--- config.mk ---
export PLATFORM = sky130hd
export DESIGN_NAME = vmem_blitter_flat
export DESIGN_NICKNAME = d
export VERILOG_FILES = /design/src/rtl/vmem_blitter_pkg.sv /design/src/rtl/vmem_blitter_if.sv /design/src/rtl/vmem_blitter_addrgen.sv /design/src/rtl/vmem_blitter.sv /design/src/flat_wrapper.sv
export SDC_FILE = /design/constraint.sdc
export NUM_CORES = 1
export LEC_CHECK = 0
export CORE_MARGIN = 2
export CORE_UTILIZATION = 55
export CTS_CLUSTER_DIAMETER = 150
export DETAILED_ROUTE_END_ITERATION = 10
export PLACE_DENSITY = 0.84
export SLEW_MARGIN = 5
export SYNTH_ARGS = -nofsm -noshare
export SYNTH_HDL_FRONTEND = slang
export SYNTH_SLANG_ARGS = --single-unit
--- constraint.sdc ---
create_clock -name clkCPU -period 5.6 [get_ports clkCPU]
set_input_delay 1.4 -clock clkCPU [delete_from_list [all_inputs] [get_ports clkCPU]]
set_output_delay 1.4 -clock clkCPU [all_outputs]
set_load 0.01 [all_outputs]
--- src/rtl/vmem_blitter_pkg.sv ---
// Shared definitions for the video memory blitter: register map, CTRL/STATUS bits, FSM states.
package vmem_blitter_pkg;

   localparam logic [3:0] REG_SRC_LO = 4'd0;
   localparam logic [3:0] REG_SRC_HI = 4'd1;
   localparam logic [3:0] REG_DST_LO = 4'd2;
   localparam logic [3:0] REG_DST_HI = 4'd3;
   localparam logic [3:0] REG_WIDTH  = 4'd4;
   localparam logic [3:0] REG_HEIGHT = 4'd5;
   localparam logic [3:0] REG_STRIDE = 4'd6;
   localparam logic [3:0] REG_FILL   = 4'd7;
   localparam logic [3:0] REG_CTRL   = 4'd8;
   localparam logic [3:0] REG_STATUS = 4'd9;

   localparam int CTRL_START  = 0;
   localparam int CTRL_MODE   = 1;
   localparam int CTRL_IRQ_EN = 2;
   localparam int CTRL_ABORT  = 7;

   localparam int STAT_BUSY    = 0;
   localparam int STAT_DONE    = 1;
   localparam int STAT_ABORTED = 2;

   typedef enum logic [2:0] {
      S_IDLE = 3'd0,
      S_LOAD = 3'd1,
      S_RD   = 3'd2,
      S_RDW  = 3'd3,
      S_WR   = 3'd4,
      S_ADV  = 3'd5,
      S_DONE = 3'd6
   } state_e;

endpackage

--- src/rtl/vmem_blitter_if.sv ---
// Video memory port A request/grant bus between the blitter (master) and the memory/arbiter (slave).
interface vmem_blitter_if #(
   parameter int AW = 16,
   parameter int DW = 8
);
   logic          dma_req;
   logic          dma_grant;
   logic [AW-1:0] dma_addr;
   logic          dma_we;
   logic [DW-1:0] dma_wdata;
   logic [DW-1:0] dma_rdata;

   modport master (
      output dma_req, dma_addr, dma_we, dma_wdata,
      input  dma_grant, dma_rdata
   );

   modport slave (
      input  dma_req, dma_addr, dma_we, dma_wdata,
      output dma_grant, dma_rdata
   );
endinterface

--- src/rtl/vmem_blitter_addrgen.sv ---
// Rectangle walker: column/row counters, source/destination row bases stepped by stride.
module vmem_blitter_addrgen #(
   parameter int AW    = 16,
   parameter int DIM_W = 8
) (
   input  logic             clkCPU,
   input  logic             reset,
   input  logic             load_i,
   input  logic             adv_i,
   input  logic [AW-1:0]    src_i,
   input  logic [AW-1:0]    dst_i,
   input  logic [DIM_W-1:0] width_i,
   input  logic [DIM_W-1:0] height_i,
   input  logic [DIM_W-1:0] stride_i,
   output logic [AW-1:0]    src_addr_o,
   output logic [AW-1:0]    dst_addr_o,
   output logic             empty_o,
   output logic             end_o
);

   logic [AW-1:0]    src_base_q, dst_base_q;
   logic [DIM_W-1:0] width_q, height_q, stride_q, col_q, row_q;
   logic             end_q;
   logic             last_col, last_row;

   assign last_col   = (col_q == width_q - DIM_W'(1));
   assign last_row   = (row_q == height_q - DIM_W'(1));
   assign src_addr_o = src_base_q + AW'(col_q);
   assign dst_addr_o = dst_base_q + AW'(col_q);
   assign empty_o    = (width_q == '0) || (height_q == '0);
   assign end_o      = end_q;

   always_ff @(posedge clkCPU or posedge reset) begin
      if (reset) begin
         src_base_q <= '0;
         dst_base_q <= '0;
         width_q    <= '0;
         height_q   <= '0;
         stride_q   <= '0;
         col_q      <= '0;
         row_q      <= '0;
         end_q      <= 1'b0;
      end else if (load_i) begin
         src_base_q <= src_i;
         dst_base_q <= dst_i;
         width_q    <= width_i;
         height_q   <= height_i;
         stride_q   <= stride_i;
         col_q      <= '0;
         row_q      <= '0;
         end_q      <= 1'b0;
      end else if (adv_i) begin
         // End of row: wrap the column and step both row bases by the zero-extended stride.
         if (last_col) begin
            col_q      <= '0;
            row_q      <= row_q + DIM_W'(1);
            src_base_q <= src_base_q + AW'(stride_q);
            dst_base_q <= dst_base_q + AW'(stride_q);
            if (last_row) end_q <= 1'b1;
         end else begin
            col_q <= col_q + DIM_W'(1);
         end
      end
   end

endmodule

--- src/rtl/vmem_blitter.sv ---
// Rectangle fill/copy engine sharing video memory port A with the CPU; register file and sequencing FSM.
// state | meaning
// IDLE  | waiting for CTRL.start
// LOAD  | geometry latched, zero-size check
// RD    | source read requested, held until granted
// RDW   | read data returned and captured
// WR    | destination write requested, held until granted
// ADV   | addresses stepped, last-element test
// DONE  | sets done, returns to IDLE
module vmem_blitter
   import vmem_blitter_pkg::*;
#(
   parameter int AW    = 16,
   parameter int DW    = 8,
   parameter int DIM_W = 8
) (
   input  logic           clkCPU,
   input  logic           reset,
   input  logic           reg_we_i,
   input  logic [3:0]     reg_sel_i,
   input  logic [7:0]     reg_wdata_i,
   output logic [7:0]     reg_rdata_o,
   output logic           busy_o,
   output logic           irq_o,
   vmem_blitter_if.master dma_if
);

   state_e           state_q;
   logic [7:0]       src_lo_q, src_hi_q, dst_lo_q, dst_hi_q, fill_q;
   logic [DIM_W-1:0] width_q, height_q, stride_q;
   logic             mode_q, irq_en_q, done_q, aborted_q, busy_q;
   logic             dma_req_q, dma_we_q;
   logic [AW-1:0]    dma_addr_q;
   logic [DW-1:0]    dma_wdata_q;

   logic             ctrl_wr, start_req, abort_req;
   logic [AW-1:0]    ag_src, ag_dst;
   logic             ag_empty, ag_end;

   assign ctrl_wr   = reg_we_i && (reg_sel_i == REG_CTRL);
   assign start_req = ctrl_wr && reg_wdata_i[CTRL_START] && !reg_wdata_i[CTRL_ABORT] && (state_q == S_IDLE);
   assign abort_req = ctrl_wr && reg_wdata_i[CTRL_ABORT] && (state_q != S_IDLE);

   vmem_blitter_addrgen #(.AW(AW), .DIM_W(DIM_W)) u_addrgen (
      .clkCPU     (clkCPU),
      .reset      (reset),
      .load_i     (start_req),
      .adv_i      ((state_q == S_WR) && dma_if.dma_grant),
      .src_i      (AW'({src_hi_q, src_lo_q})),
      .dst_i      (AW'({dst_hi_q, dst_lo_q})),
      .width_i    (width_q),
      .height_i   (height_q),
      .stride_i   (stride_q),
      .src_addr_o (ag_src),
      .dst_addr_o (ag_dst),
      .empty_o    (ag_empty),
      .end_o      (ag_end)
   );

   always_comb begin
      reg_rdata_o = '0;
      case (reg_sel_i)
         REG_SRC_LO: reg_rdata_o = src_lo_q;
         REG_SRC_HI: reg_rdata_o = src_hi_q;
         REG_DST_LO: reg_rdata_o = dst_lo_q;
         REG_DST_HI: reg_rdata_o = dst_hi_q;
         REG_WIDTH:  reg_rdata_o = 8'(width_q);
         REG_HEIGHT: reg_rdata_o = 8'(height_q);
         REG_STRIDE: reg_rdata_o = 8'(stride_q);
         REG_FILL:   reg_rdata_o = fill_q;
         REG_CTRL: begin
            reg_rdata_o[CTRL_MODE]   = mode_q;
            reg_rdata_o[CTRL_IRQ_EN] = irq_en_q;
         end
         REG_STATUS: begin
            reg_rdata_o[STAT_BUSY]    = busy_q;
            reg_rdata_o[STAT_DONE]    = done_q;
            reg_rdata_o[STAT_ABORTED] = aborted_q;
         end
         default: reg_rdata_o = '0;
      endcase
   end

   always_ff @(posedge clkCPU or posedge reset) begin
      if (reset) begin
         state_q     <= S_IDLE;
         src_lo_q    <= '0;
         src_hi_q    <= '0;
         dst_lo_q    <= '0;
         dst_hi_q    <= '0;
         width_q     <= '0;
         height_q    <= '0;
         stride_q    <= '0;
         fill_q      <= '0;
         mode_q      <= 1'b0;
         irq_en_q    <= 1'b0;
         done_q      <= 1'b0;
         aborted_q   <= 1'b0;
         busy_q      <= 1'b0;
         dma_req_q   <= 1'b0;
         dma_we_q    <= 1'b0;
         dma_addr_q  <= '0;
         dma_wdata_q <= '0;
      end else begin
         if (reg_we_i && !busy_q) begin
            case (reg_sel_i)
               REG_SRC_LO: src_lo_q <= reg_wdata_i;
               REG_SRC_HI: src_hi_q <= reg_wdata_i;
               REG_DST_LO: dst_lo_q <= reg_wdata_i;
               REG_DST_HI: dst_hi_q <= reg_wdata_i;
               REG_WIDTH:  width_q  <= DIM_W'(reg_wdata_i);
               REG_HEIGHT: height_q <= DIM_W'(reg_wdata_i);
               REG_STRIDE: stride_q <= DIM_W'(reg_wdata_i);
               REG_FILL:   fill_q   <= reg_wdata_i;
               REG_CTRL: begin
                  mode_q   <= reg_wdata_i[CTRL_MODE];
                  irq_en_q <= reg_wdata_i[CTRL_IRQ_EN];
               end
               default: ;
            endcase
         end
         if (reg_we_i && (reg_sel_i == REG_STATUS)) begin
            done_q    <= 1'b0;
            aborted_q <= 1'b0;
         end

         case (state_q)
            S_IDLE: if (start_req) begin
               state_q <= S_LOAD;
               busy_q  <= 1'b1;
            end
            S_LOAD, S_ADV: begin
               if ((state_q == S_LOAD) ? ag_empty : ag_end) begin
                  state_q <= S_DONE;
               end else if (mode_q) begin
                  state_q    <= S_RD;
                  dma_req_q  <= 1'b1;
                  dma_we_q   <= 1'b0;
                  dma_addr_q <= ag_src;
               end else begin
                  state_q     <= S_WR;
                  dma_req_q   <= 1'b1;
                  dma_we_q    <= 1'b1;
                  dma_addr_q  <= ag_dst;
                  dma_wdata_q <= DW'(fill_q);
               end
            end
            S_RD: if (dma_if.dma_grant) begin
               state_q   <= S_RDW;
               dma_req_q <= 1'b0;
            end
            S_RDW: begin
               state_q     <= S_WR;
               dma_req_q   <= 1'b1;
               dma_we_q    <= 1'b1;
               dma_addr_q  <= ag_dst;
               dma_wdata_q <= dma_if.dma_rdata;
            end
            S_WR: if (dma_if.dma_grant) begin
               state_q   <= S_ADV;
               dma_req_q <= 1'b0;
               dma_we_q  <= 1'b0;
            end
            S_DONE: begin
               state_q <= S_IDLE;
               busy_q  <= 1'b0;
               done_q  <= 1'b1;
            end
            default: state_q <= S_IDLE;
         endcase

         // Abort overrides whatever the FSM chose; a write granted this cycle has already happened.
         if (abort_req) begin
            state_q   <= S_IDLE;
            busy_q    <= 1'b0;
            dma_req_q <= 1'b0;
            dma_we_q  <= 1'b0;
            aborted_q <= 1'b1;
         end
      end
   end

   assign dma_if.dma_req   = dma_req_q;
   assign dma_if.dma_we    = dma_we_q;
   assign dma_if.dma_addr  = dma_addr_q;
   assign dma_if.dma_wdata = dma_wdata_q;
   assign busy_o           = busy_q;
   assign irq_o            = done_q & irq_en_q;

endmodule

--- src/flat_wrapper.sv ---
// flat-port wrapper written by rule: the top's interface ports become plain ports
module vmem_blitter_flat import vmem_blitter_pkg::*;
#(
   parameter int AW    = 16,
   parameter int DW    = 8,
   parameter int DIM_W = 8
)
  (clkCPU, reset, reg_we_i, reg_sel_i, reg_wdata_i, reg_rdata_o, busy_o, irq_o, dma_if_dma_req, dma_if_dma_addr, dma_if_dma_we, dma_if_dma_wdata, dma_if_dma_grant, dma_if_dma_rdata);
  vmem_blitter_if #(.AW(AW), .DW(DW)) dma_if_i ();
  input  logic clkCPU;
  input  logic reset;
  input  logic reg_we_i;
  input  logic [3:0] reg_sel_i;
  input  logic [7:0] reg_wdata_i;
  output logic [7:0] reg_rdata_o;
  output logic busy_o;
  output logic irq_o;
  output wire logic [$bits(dma_if_i.dma_req)-1:0] dma_if_dma_req;
  output wire logic [$bits(dma_if_i.dma_addr)-1:0] dma_if_dma_addr;
  output wire logic [$bits(dma_if_i.dma_we)-1:0] dma_if_dma_we;
  output wire logic [$bits(dma_if_i.dma_wdata)-1:0] dma_if_dma_wdata;
  input wire logic [$bits(dma_if_i.dma_grant)-1:0] dma_if_dma_grant;
  input wire logic [$bits(dma_if_i.dma_rdata)-1:0] dma_if_dma_rdata;
  assign dma_if_dma_req = dma_if_i.dma_req;
  assign dma_if_dma_addr = dma_if_i.dma_addr;
  assign dma_if_dma_we = dma_if_i.dma_we;
  assign dma_if_dma_wdata = dma_if_i.dma_wdata;
  assign dma_if_i.dma_grant = dma_if_dma_grant;
  assign dma_if_i.dma_rdata = dma_if_dma_rdata;
  vmem_blitter #(.AW(AW), .DW(DW), .DIM_W(DIM_W)) u_core (.clkCPU(clkCPU), .reset(reset), .reg_we_i(reg_we_i), .reg_sel_i(reg_sel_i), .reg_wdata_i(reg_wdata_i), .reg_rdata_o(reg_rdata_o), .busy_o(busy_o), .irq_o(irq_o), .dma_if(dma_if_i));
endmodule
### Word level (Yosys, flattened, before mapping)

Index checks and enable logic that the tools add are counted.

* input bits: 24
* word-level logic and storage cells: 151
* bits in registers: 171
* output and inout port bits: 36

* equal/unequal tests: 24
* bitwise gates (word level): 1
* reductions and logical operators: 45
* add/subtract/negate cells: 8
* muxes and demuxes: 47

Operators by type and width (number)
* $mux 16: 8
* $add 16x8->16: 4
* $mux 8: 8
* $pmux 5 s8: 1
* $pmux 16 s2: 1
* $reduce_and 2->1: 12
* $pmux 2 s10: 1
* $mux 3: 6
* $add 8x1->8 const B: 2
* $eq 4x3->1 const B: 4
* $eq 8x8->1: 2
* $logic_not 8->1: 2
* $mux 1: 16
* $pmux 8 s2: 1
* $sub 8x1->8 const B: 2
* $pmux 3 s5: 1
* $reduce_and 3->1: 5
* $reduce_bool 2->1: 6
* $eq 3x3->1 const B: 3
* $logic_and 1x1->1: 9
* $ne 3x2->1 const B: 3
* $pmux 1 s9: 1
* $eq 4x2->1 const B: 2
* $eq 4x4->1 const B: 2
* 15 further kinds: 23

### Longest topological paths before layout

Gate-level depths: netlist of run 1.

* depth in word-level cells: 8
* depth in mapped cells: 11
* mapped depth without buffers: 10

### By module

Synthesis of run 1 repeated with hierarchy kept, for this count alone.

* cells, all modules: 1019
* area total of the unflattened synthesis: 10465.0 µm²

By module, submodules not included
* vmem_blitter_addrgen: seq. area each 1826.8 µm², instances 1, cells each 625, area each 5559.1 µm²
* vmem_blitter: seq. area each 2452.4 µm², instances 1, cells each 394, area each 4906.0 µm²

### Worst setup path after synthesis of run 1

Ideal clock, no wire load.

* kind: in2out
* from: input reg_sel_i[0]
* to: output reg_rdata_o[2]
* buffers on the path: 3
* path slack: 1.205 ns
* stages on the path: 7
* data required time: 4.200 ns
* data arrival time: 2.995 ns
* cells stage by stage: clkbuf_1 buf_1 clkbuf_1 mux2i_1 nor2_1 a21oi_1 o31ai_1

* longest elaborated chain between the ends: 2
* elaborated cells between the ends (all ways): 11
* those cells by class: 9 x eq/ne; 1 x mux; 1 x reduce/logical

Ends and longest elaborated chain
* from (decl): RTL line flat_wrapper.sv:13 `input logic [3:0] reg_sel_i;`
* $eq 4x4->1, or another cell as far along: RTL line vmem_blitter.sv:62 `case (reg_sel_i)`
* $pmux 2 s10 *: RTL line vmem_blitter.sv:62
* to (decl): RTL line flat_wrapper.sv:15 `output logic [7:0] reg_rdata_o;`

Every way passes the cells marked *; elsewhere a longest branch is shown, timed or not.

### Final worst setup path of run 1

* from: input reg_sel_i[2]
* to: output reg_rdata_o[1]

Same word-level chain as after synthesis.

==> results of run 1 <==
-- cells by family (layout without fill, tap and decap cells) --
family | after synthesis | count (layout) | synth area share (%)
AO/OA/AOI/OAI | 224 | 224 | 13.9
XOR/XNOR | 72 | 72 | 6.32
adder cells (fa/ha/maj) | 42 | 42 | 5.57
buffers and inverters | 69 | 130 | 2.83
flip-flops | 171 | 171 | 42.9
multiplexers | 106 | 106 | 12.1
other | 0 | 1 | 0
AND/OR/NAND/NOR | 354 | 354 | 16.4
-- area by class of cell --
type / instances / area, um2
fillers: 1423 / 6540
multi-input cells: 798 / 5420
flip-flops and latches: 171 / 4280
repair buffers: 74 / 728
clock buffers: 23 / 488
well taps: 229 / 287
inverters: 24 / 93.8
clock inverters: 9 / 65.1
diodes: 1 / 2.50
-- stage by stage --
step	instances	power [mW]	hold WS, ps	utilization, %
after floorplan	1038	2.94	446	-
after global placement	1296	3.47	461	60.4
after detailed placement	1296	3.54	470	60.4
after CTS	1328	4.66	484	63.5
after global routing	1328	4.94	503	63.5
final	1329	4.68	473	63.5
-- cells in the mapped netlist (8+ instances only) --
library cell,number
and3_1,9
xor2_1,30
o21ai_0,75
mux2i_1,29
nand3_1,17
clkbuf_1,26
a21o_1,12
a21oi_1,51
nand4_1,8
mux2_2,73
or3_1,8
nand2_1,154
nor2b_1,18
xnor2_1,42
nor2_1,83
ha_1,38
inv_1,24
a31oi_1,17
buf_2,10
nor3_1,17
dfrtp_1,171
-- path summary, 6_finish.rpt --
check,start,end,slack [ps]
worst min-delay path,u_core.dma_if.dma_addr[10]$_DFFE_PP0P_,u_core.dma_if.dma_addr[10]$_DFFE_PP0P_,470
min in group asynchronous,reset,u_core.u_addrgen.stride_q[2]$_DFFE_PP0P_,1360
worst min register to register,u_core.dma_if.dma_addr[10]$_DFFE_PP0P_,u_core.dma_if.dma_addr[10]$_DFFE_PP0P_,470
worst max register to register,u_core.u_addrgen.width_q[2]$_DFFE_PP0P_,u_core.u_addrgen.row_q[7]$_DFFE_PP0P_,2500
max in group asynchronous,reset,u_core.u_addrgen.col_q[4]$_DFFE_PP0P_,3370
worst max-delay path,reg_sel_i[2],reg_rdata_o[1],570
-- layer usage --
metal / track usage [%] / vias to the layer above / routed length [um]
met1: 40.7 / 4038 / 12000
met2: 44.5 / 368 / 12300
met3: 4.97 / 74 / 1980
met4: 11.6 / 0 / 946
met5: 0 / - / 0
li1: - / 3790 / -
-- power groups by stage --
stage / logic [mW] / clock network [mW] / registers (mW)
6_report: 1.58 / 1.12 / 1.99
3_3_place_gp: 1.50 / 0 / 1.97
4_1_cts: 1.58 / 1.12 / 1.96
3_5_place_dp: 1.55 / 0 / 1.98
5_1_grt: 1.75 / 1.17 / 2.01
2_1_floorplan: 1.12 / 0 / 1.82
-- cells in the final DEF, fill, tap and decap left out, types with 4 or more instances in the layout --
cell               n
dfrtp_1          171
nand2_1          154
nor2_1            83
o21ai_0           75
mux2_2            73
clkdlybuf4s50_1   59
a21oi_1           51
xnor2_1           42
ha_1              38
xor2_1            30
mux2i_1           29
inv_1             23
nor2b_1           18
nand3_1           17
nor3_1            17
a31oi_1           17
clkbuf_16         17
buf_4             13
a21o_1            12
and3_1             9
nand4_1            8
or3_1              8
a22oi_1            7
o21a_1             6
o22ai_1            6
and2_1             6
clkinvlp_4         6
o2111ai_1          5
nand3b_1           5
or2_2              4
a221o_1            4
o211ai_1           4
o31ai_1            4
mux4_2             4
fa_1               4
clkbuf_8           4
-- worst reg2reg max path: stages (launching register included) --
cell       delay [ps]
dfrtp_1           510
nor4_1            690
and3_1            290
o2111ai_1         130
a211oi_2          400
nor2_1            300
or4_1             560
a21oi_1           150
==> flow_metrics.py, run 1 <==
metrics = {
    "global_route": {
        "grt_max_degree": 85,
        "antenna_found_initial": 0,
        "grt_pass1_vias": 7862,
        "grt_usage_pct": 28.8,
        "grt_pass1_wl_mm": 43.5,
        "overflow": 0,
    },
    "drt": {
        "antenna_left": 0,
        "wirelength_mm": 27.2,
        "viasPerCell": 6.22,
        "drt_iter0_markers": 861,
        "drc": 0,
        "routedWlPerCell_um": 20.4,
        "drt_first_pass_iters": 7,
        "num_vias": 8270,
    },
    "sta": {
        "slew_violations": 0,
        "clock_skew_ps": 8.19,
        "hold_viol": 0,
        "fmax_mhz": 199,
        "fin_tns_setup_ps": 0,
        "post-route-min-period_ps": 5030,
        "period_share_pct": 89.9,
        "max_slew_margin_pct": 33.6,
        "setup_viol": 0,
        "rsz0062_at_grt": "no",
        "fin_ws_ps": 568,
        "worstMarginPinSlew_ps": 988,
    },
    "setup_path": {
        "cpLargestDelayFamily": "buffers and inverters",
        "criticalPathCategory": "in2out",
        "crit_cells": 9,
        "startpoint_type": "primary input",
        "crit_buf_inv": 3,
        "crit_fanout": 32,
        "crit_slowest_cell": "clkdlybuf4s50_1",
        "crit_arrival_ps": 3630,
        "end_kind": "output port",
        "ff2ff_path_depth": 7,
        "required_ps": 4200,
        "worstPathCellList": "clkdlybuf4s50_1, buf_4, mux2i_1, o21ai_0, nor2_1, a31oi_1, a31oi_1, o22ai_1, clkdlybuf4s50_1",
        "slowest_delay_ps": 590,
    },
    "synth": {
        "ys.warnings.count": 0,
        "async_reset_ff_share_pct": 100,
        "synth_area_leaders": "dfrtp_1 (43%), mux2_2 (8.2%), nand2_1 (5.8%), ha_1 (4.8%), o21ai_0 (3.8%)",
        "synth_area_um2": 9980,
        "synth_enable_flop_cells": 0,
        "synth_ff_type": "dfrtp_1",
        "yosys.area.top_type": "dfrtp_1",
        "yosysTopAreaCellShare_pct": 42.9,
        "seq_area_frac_synth_pct": 42.9,
        "ys_ff_latch": 171,
        "synth_cell_type_count": 72,
        "synth_area_per_cell_um2": 9.61,
        "syn_inst": 1038,
        "syn_nets": 1104,
    },
    "min_path": {
        "hold_class": "reg2reg",
        "hold_depth": 2,
    },
    "clock_network": {
        "clk_latency_ps": 440,
        "cts_buffers": 17,
        "cts_setup_buffers": 0,
        "cts_resized": 0,
        "clockBufferDepth": 2,
        "ctsRootBufferMaster": "clkbuf_16",
        "cts_hold_buf": 0,
        "clkSinkCount": 171,
        "htree_levels": 4,
        "path_clk_slew_ps": 60,
        "cts_tree": "done",
    },
    "floorplan": {
        "start_util_pct": 55.7,
        "die_width_um": 139,
        "core-area_um2": 17900,
        "die_y_um": 139,
        "rows": 49,
        "dieArea_um2": 19200,
        "boundaryPins": 60,
    },
    "power_and_ir_drop": {
        "p_int_mw": 2.97,
        "clock_power_share_pct": 23.9,
        "vdd_drop_max_uv": 235,
        "swShare_pct": 36.6,
        "power_leakage_nw": 5.16,
        "power_density_nw_per_um2": 412,
        "p_comb_share_pct": 33.7,
        "p_switching_mw": 1.71,
        "seqPwrFrac_pct": 42.4,
    },
    "outcome": {
        "status": "finished clean",
    },
    "finish": {
        "syn_to_final_growth_pct": 13.9,
        "nets": 1152,
        "drive_gt1_share_pct": 12.6,
        "fin_area_um2": 11400,
    },
    "placement": {
        "dp_hpwl_mm": 19.7,
        "portBuffers": 59,
        "pre_cts_slack_ps": 640,
        "place_congestion": 0.905,
        "postPlaceCellArea_um2": 10800,
    },
    "run": {
        "maxCapViolCount": 0,
    },
}
(Power assumes the default switching activity.)
==> inputs of run 2 (changes only) <==
CORE_UTILIZATION = 60   (was 55)
PLACE_DENSITY = 0.86   (was 0.84)
clock period = 4.7 ns   (was 5.6 ns; I/O delays follow)
==> run 2 against run 1 <==
Net effect:
- worst hold slack better by 1.3 ps
- critical path type unchanged
- die area fell by 8.1%
- cell count is 0.30% lower
- final area up 0.53%
- via count is 0.76% higher
- largest power group unchanged
- global-route usage is 2.9 points higher
- combinational power increased by 20%
- register-to-register slack worse by 920 ps
- clock power increased by 20%
==> flow_metrics.py, run 2 (synthesis results as in run 1) <==
metrics = {
    "outcome": {
        "status": "finished clean",
    },
    "sta": {
        "post-route-min-period_ps": 4540,
        "clock_skew_ps": 5.58,
        "fin_ws_ps": 162,
        "setup_viol": 0,
        "worstMarginPinSlew_ps": 997,
        "slew_violations": 0,
        "max_slew_margin_pct": 33.4,
        "fin_tns_setup_ps": 0,
        "fmax_mhz": 220,
        "period_share_pct": 96.6,
        "hold_ws_ps": 475,
        "rsz0062_at_grt": "no",
        "hold_viol": 0,
    },
    "global_route": {
        "grt_max_degree": 54,
        "busiest_layer": "met2",
        "grt_pass1_vias": 7848,
        "grt_usage_pct": 31.7,
        "grt_pass1_wl_mm": 43.3,
        "met1_usage_pct": 45.6,
        "grt.met3_usage_pct": 5.13,
        "grt_use_met2_pct": 49.0,
        "antenna_found_initial": 0,
        "overflow": 0,
    },
    "min_path": {
        "hold_class": "reg2reg",
        "hold_depth": 2,
        "whs_endpoint": "u_core.dma_if.dma_addr[6]$_DFFE_PP0P_",
        "hp-start": "u_core.dma_if.dma_addr[6]$_DFFE_PP0P_",
    },
    "finish": {
        "fin_area_um2": 11400,
        "nets": 1158,
        "drive_gt1_share_pct": 13.0,
        "final_common_cell": "dfrtp_1",
        "final_cell_mix": "dfrtp_1 (171), nand2_1 (154), nor2_1 (83)",
        "fin_cells": 1325,
        "syn_to_final_growth_pct": 14.5,
        "diodes": 0,
        "fin_util_pct": 69.6,
    },
    "drt": {
        "drt_iter0_markers": 801,
        "num_vias": 8333,
        "viasPerCell": 6.29,
        "drt_first_pass_iters": 5,
        "wirelength_mm": 26.9,
        "drc": 0,
        "routedWlPerCell_um": 20.3,
        "antenna_left": 0,
    },
    "floorplan": {
        "core-area_um2": 16400,
        "dieArea_um2": 17700,
        "rows": 47,
        "die_width_um": 133,
        "die_y_um": 133,
        "start_util_pct": 60.8,
        "boundaryPins": 60,
    },
    "setup_path": {
        "crit_buf_inv": 3,
        "ff2ff_path_depth": 8,
        "end_kind": "output port",
        "worst_path_most_repeated_cell": "clkdlybuf4s50_1",
        "r2r_end": "u_core.u_addrgen.row_q[7]$_DFFE_PP0P_",
        "ff2ff_setup_slack_ps": 1580,
        "r2r_start": "u_core.u_addrgen.width_q[2]$_DFFE_PP0P_",
        "crit_fanout": 26,
        "criticalPathCategory": "in2out",
        "slowest_delay_ps": 510,
        "cpLargestDelayFamily": "buffers and inverters",
        "worstPathCellList": "clkdlybuf4s50_1, buf_12, mux4_2, nor2b_1, a31oi_1, o21ai_0, clkdlybuf4s50_1",
        "crit_arrival_ps": 3360,
        "startpoint_type": "primary input",
        "required_ps": 3520,
        "crit_slowest_cell": "clkdlybuf4s50_1",
    },
    "clock_network": {
        "cts_resized": 0,
        "cts_tree": "done",
        "cts_hold_buf": 0,
        "clkSinkCount": 171,
        "htree_levels": 4,
        "cts_setup_buffers": 0,
        "cts_buffers": 17,
        "clockBufferDepth": 2,
        "clk_latency_ps": 430,
        "path_clk_slew_ps": 60,
        "ctsRootBufferMaster": "clkbuf_16",
    },
    "placement": {
        "portBuffers": 59,
        "postPlaceCellArea_um2": 10900,
        "pre_cts_slack_ps": 191,
        "dp_hpwl_mm": 19.4,
        "place_congestion": 0.914,
        "placedCellCount": 1293,
    },
    "power_and_ir_drop": {
        "p_switching_mw": 2.01,
        "power_leakage_nw": 5.20,
        "total_power_mw": 5.58,
        "swShare_pct": 36.1,
        "p_comb_share_pct": 33.8,
        "seqPwrFrac_pct": 42.2,
        "power_density_nw_per_um2": 489,
        "p_int_mw": 3.57,
        "clock_power_share_pct": 24.0,
        "vdd_drop_max_uv": 315,
    },
    "run": {
        "maxCapViolCount": 0,
    },
}
[run 2: cell types whose count changed in the layout (fill, tap and decap cells not counted), sizes merged]
cell      delta
diode        -1
buf          +6
clkbuf       -1
bufinv       +1
clkinvlp     -1
inv          +1
[run 2: worst max-delay path by stage]
stage                     cells past startpoint  slack [ps]         start             end
after global placement                        7         170  reg_sel_i[0]  reg_rdata_o[4]
final                                         7         160  reg_sel_i[0]  reg_rdata_o[4]
after floorplan                               7         750  reg_sel_i[0]  reg_rdata_o[2]
after detailed placement                      7         190  reg_sel_i[0]  reg_rdata_o[4]
after CTS                                     7         170  reg_sel_i[0]  reg_rdata_o[4]
after global routing                          7          90  reg_sel_i[0]  reg_rdata_o[4]
[run 2: power by group through the flow]
stage,sequential [mW],clock [mW],combinational [mW]
final,2.35,1.34,1.89
after global routing,2.39,1.42,2.10
after CTS,2.33,1.35,1.89
after detailed placement,2.35,0,1.86
after global placement,2.35,0,1.79
after floorplan,2.17,0,1.33
[run 2: worst min-delay path, cell delays in order (launching register included)]
cell and delay, ps:
dfrtp_1 340, nand2_1 40, o21ai_0 60
[run 2: final cells by class]
cell class,instances,area (um2)
Fill cell,1171,4980
Clock buffer,22,464
Timing Repair Buffer,80,798
Clock inverter,10,92.6
Tap cell,220,275
Sequential cell,171,4280
Multi-Input combinational cell,798,5420
Inverter,24,93.8
[run 2: routing by layer]
| layer | wire [um] | vias to the layer above |
|---|---|---|
| li1 | - | 3789 |
| met1 | 11600 | 4087 |
| met2 | 12400 | 393 |
| met3 | 2040 | 64 |
| met4 | 828 | 0 |
| met5 | 0 | - |
==> inputs of run 3 (changes only) <==
CORE_UTILIZATION = 62   (was 60)
CTS_BUF_LIST = sky130_fd_sc_hd__clkbuf_4   (was not set)
PLACE_DENSITY = 0.89   (was 0.86)
clock period = 4.5 ns   (was 4.7 ns; I/O delays follow)
==> run 3 against run 2 <==
Net effect:
- largest cell class unchanged
- worst hold slack better by 19 ps
- critical path depth decreased by 1
- via count fell by 0.56%
- cell count is the same
- sequential power is 5% higher
- combinational power is 5% higher
- clock skew up 15 ps
- utilization is 1.3 points higher
- global-route usage is 1.4 points higher
- register-to-register slack got worse by 110 ps
- critical endpoint is now reg_rdata_o[7]
- final area down 1.8%
==> flow_metrics.py, run 3 (synthesis results as in run 1) <==
metrics = {
    "outcome": {
        "status": "finished clean",
    },
    "sta": {
        "worstMarginPinSlew_ps": 1000,
        "clock_skew_ps": 20.6,
        "slew_violations": 0,
        "fmax_mhz": 227,
        "setup_viol": 0,
        "max_slew_margin_pct": 32.5,
        "hold_ws_ps": 494,
        "post-route-min-period_ps": 4400,
        "rsz0062_at_grt": "no",
        "period_share_pct": 97.8,
        "hold_viol": 0,
        "fin_tns_setup_ps": 0,
    },
    "placement": {
        "postPlaceCellArea_um2": 10900,
        "portBuffers": 59,
        "place_congestion": 0.895,
        "dp_hpwl_mm": 20.1,
    },
    "floorplan": {
        "die_width_um": 131,
        "rows": 46,
        "start_util_pct": 63.0,
        "core-area_um2": 15800,
        "dieArea_um2": 17100,
        "die_y_um": 131,
        "boundaryPins": 60,
    },
    "setup_path": {
        "ff2ff_setup_slack_ps": 1470,
        "crit_fanout": 22,
        "end_kind": "output port",
        "r2r_end": "u_core.dma_if.dma_wdata[2]$_DFFE_PP0P_",
        "crit_end": "reg_rdata_o[7]",
        "startpoint_type": "primary input",
        "criticalPathCategory": "in2out",
        "r2r_start": "u_core.u_addrgen.width_q[2]$_DFFE_PP0P_",
        "ff2ff_path_depth": 6,
        "crit_arrival_ps": 3280,
        "required_ps": 3380,
        "startpoint": "reg_sel_i[0]",
    },
    "min_path": {
        "hold_class": "reg2reg",
    },
    "clock_network": {
        "ctsRootBufferMaster": "clkbuf_4",
        "clockBufferDepth": 2,
        "path_clk_slew_ps": 120,
        "cts_buffers": 17,
        "cts_hold_buf": 0,
        "cts_setup_buffers": 0,
        "clk_latency_ps": 610,
        "cts_resized": 0,
        "htree_levels": 4,
        "cts_tree": "done",
        "clkSinkCount": 171,
    },
    "power_and_ir_drop": {
        "p_comb_share_pct": 36.5,
        "seqPwrFrac_pct": 45.5,
        "swShare_pct": 37.8,
        "power_leakage_nw": 5.14,
        "clock_power_share_pct": 18.0,
        "p_int_mw": 3.37,
        "power_density_nw_per_um2": 482,
        "p_switching_mw": 2.04,
        "vdd_drop_max_uv": 245,
    },
    "drt": {
        "drc": 0,
        "routedWlPerCell_um": 20.5,
        "drt_iter0_markers": 1003,
        "wirelength_mm": 27.1,
        "antenna_left": 0,
        "drt_first_pass_iters": 5,
        "viasPerCell": 6.25,
        "num_vias": 8286,
    },
    "global_route": {
        "overflow": 0,
        "antenna_found_initial": 1,
        "grt_max_degree": 67,
        "grt_pass1_wl_mm": 42.6,
        "grt_usage_pct": 33.1,
        "grt_pass1_vias": 7830,
    },
    "run": {
        "maxCapViolCount": 0,
    },
    "finish": {
        "drive_gt1_share_pct": 13.2,
        "fin_area_um2": 11200,
        "final_cell_mix": "dfrtp_1 (171), nand2_1 (154), nor2_1 (83)",
        "fin_util_pct": 70.9,
        "nets": 1163,
        "final_common_cell": "dfrtp_1",
        "fill_cells": 1188,
        "syn_to_final_growth_pct": 12.5,
    },
}
-- run 3: changes by cell type in the layout (fill, tap and decap cells not counted), moves of 2 or more --
| cell | previous run | this run |
|---|---|---|
| clkinv_2 | 3 | 1 |
| buf_4 | 17 | 21 |
| clkinv_1 | 0 | 4 |
| clkbuf_1 | 3 | 0 |
| clkinvlp_4 | 5 | 3 |
| bufinv_16 | 1 | 4 |
| clkbuf_8 | 2 | 0 |
| clkbuf_4 | 0 | 17 |
| clkbuf_16 | 17 | 0 |
-- run 3: final cells by class --
class | instances | area, um2 | area share (%)
clock buffers | 17 | 128 | 1.14
clock inverters | 13 | 175 | 1.56
multi-input cells | 798 | 5420 | 48.3
inverters | 24 | 93.8 | 0.836
diodes | 1 | 2.50 | 0.0223
flip-flops and latches | 171 | 4280 | 38.1
repair buffers | 85 | 851 | 7.58
well taps | 216 | 270 | 2.41
-- run 3: per-stage QoR --
step / cells / setup WS (ps) / power, mW
finish: 1325 / 98.6 / 5.41
detailed placement: 1294 / 86.6 / 4.41
global route: 1325 / 33.5 / 5.75
CTS: 1324 / 60.3 / 5.39
global placement: 1294 / 81.7 / 4.32
floorplan: 1038 / 655 / 3.66
-- run 3: per-layer routing --
layer | vias to the layer above | track usage (%) | wire length (um)
met5 | - | 0 | 0
met4 | 0 | 8.89 | 533
met3 | 49 | 7.41 | 2160
met2 | 376 | 53.0 | 12900
met1 | 4059 | 45.9 | 11500
li1 | 3802 | - | -
-- run 3: critical path, cell delays in order --
cell             delay [ps]
clkdlybuf4s50_1         510
buf_12                  190
mux4_2                  520
o21ai_0                 310
o21ai_0                 130
clkdlybuf4s50_1         490
-- run 3: power by group through the flow --
stage / logic, mW / clock network (mW) / registers [mW]
after floorplan: 1.39 / 0 / 2.27
after global placement: 1.88 / 0 / 2.44
after detailed placement: 1.95 / 0 / 2.46
after CTS: 1.97 / 0.982 / 2.43
after global routing: 2.20 / 1.05 / 2.50
final: 1.98 / 0.975 / 2.46
-- run 3: worst min-delay path by stage --
stage	end	slack [ps]	startpoint	cells after the start
after floorplan	u_core.u_addrgen.width_q[6]$_DFFE_PP0P_	450	u_core.width_q[6]$_DFFE_PP0P_	2
after global placement	u_core.dma_if.dma_addr[10]$_DFFE_PP0P_	460	u_core.dma_if.dma_addr[10]$_DFFE_PP0P_	2
after detailed placement	u_core.dma_if.dma_addr[2]$_DFFE_PP0P_	470	u_core.dma_if.dma_addr[2]$_DFFE_PP0P_	2
after CTS	u_core.dma_if.dma_addr[2]$_DFFE_PP0P_	500	u_core.dma_if.dma_addr[2]$_DFFE_PP0P_	2
after global routing	u_core.dma_if.dma_addr[2]$_DFFE_PP0P_	520	u_core.dma_if.dma_addr[2]$_DFFE_PP0P_	2
final	u_core.dma_if.dma_addr[2]$_DFFE_PP0P_	490	u_core.dma_if.dma_addr[2]$_DFFE_PP0P_	2
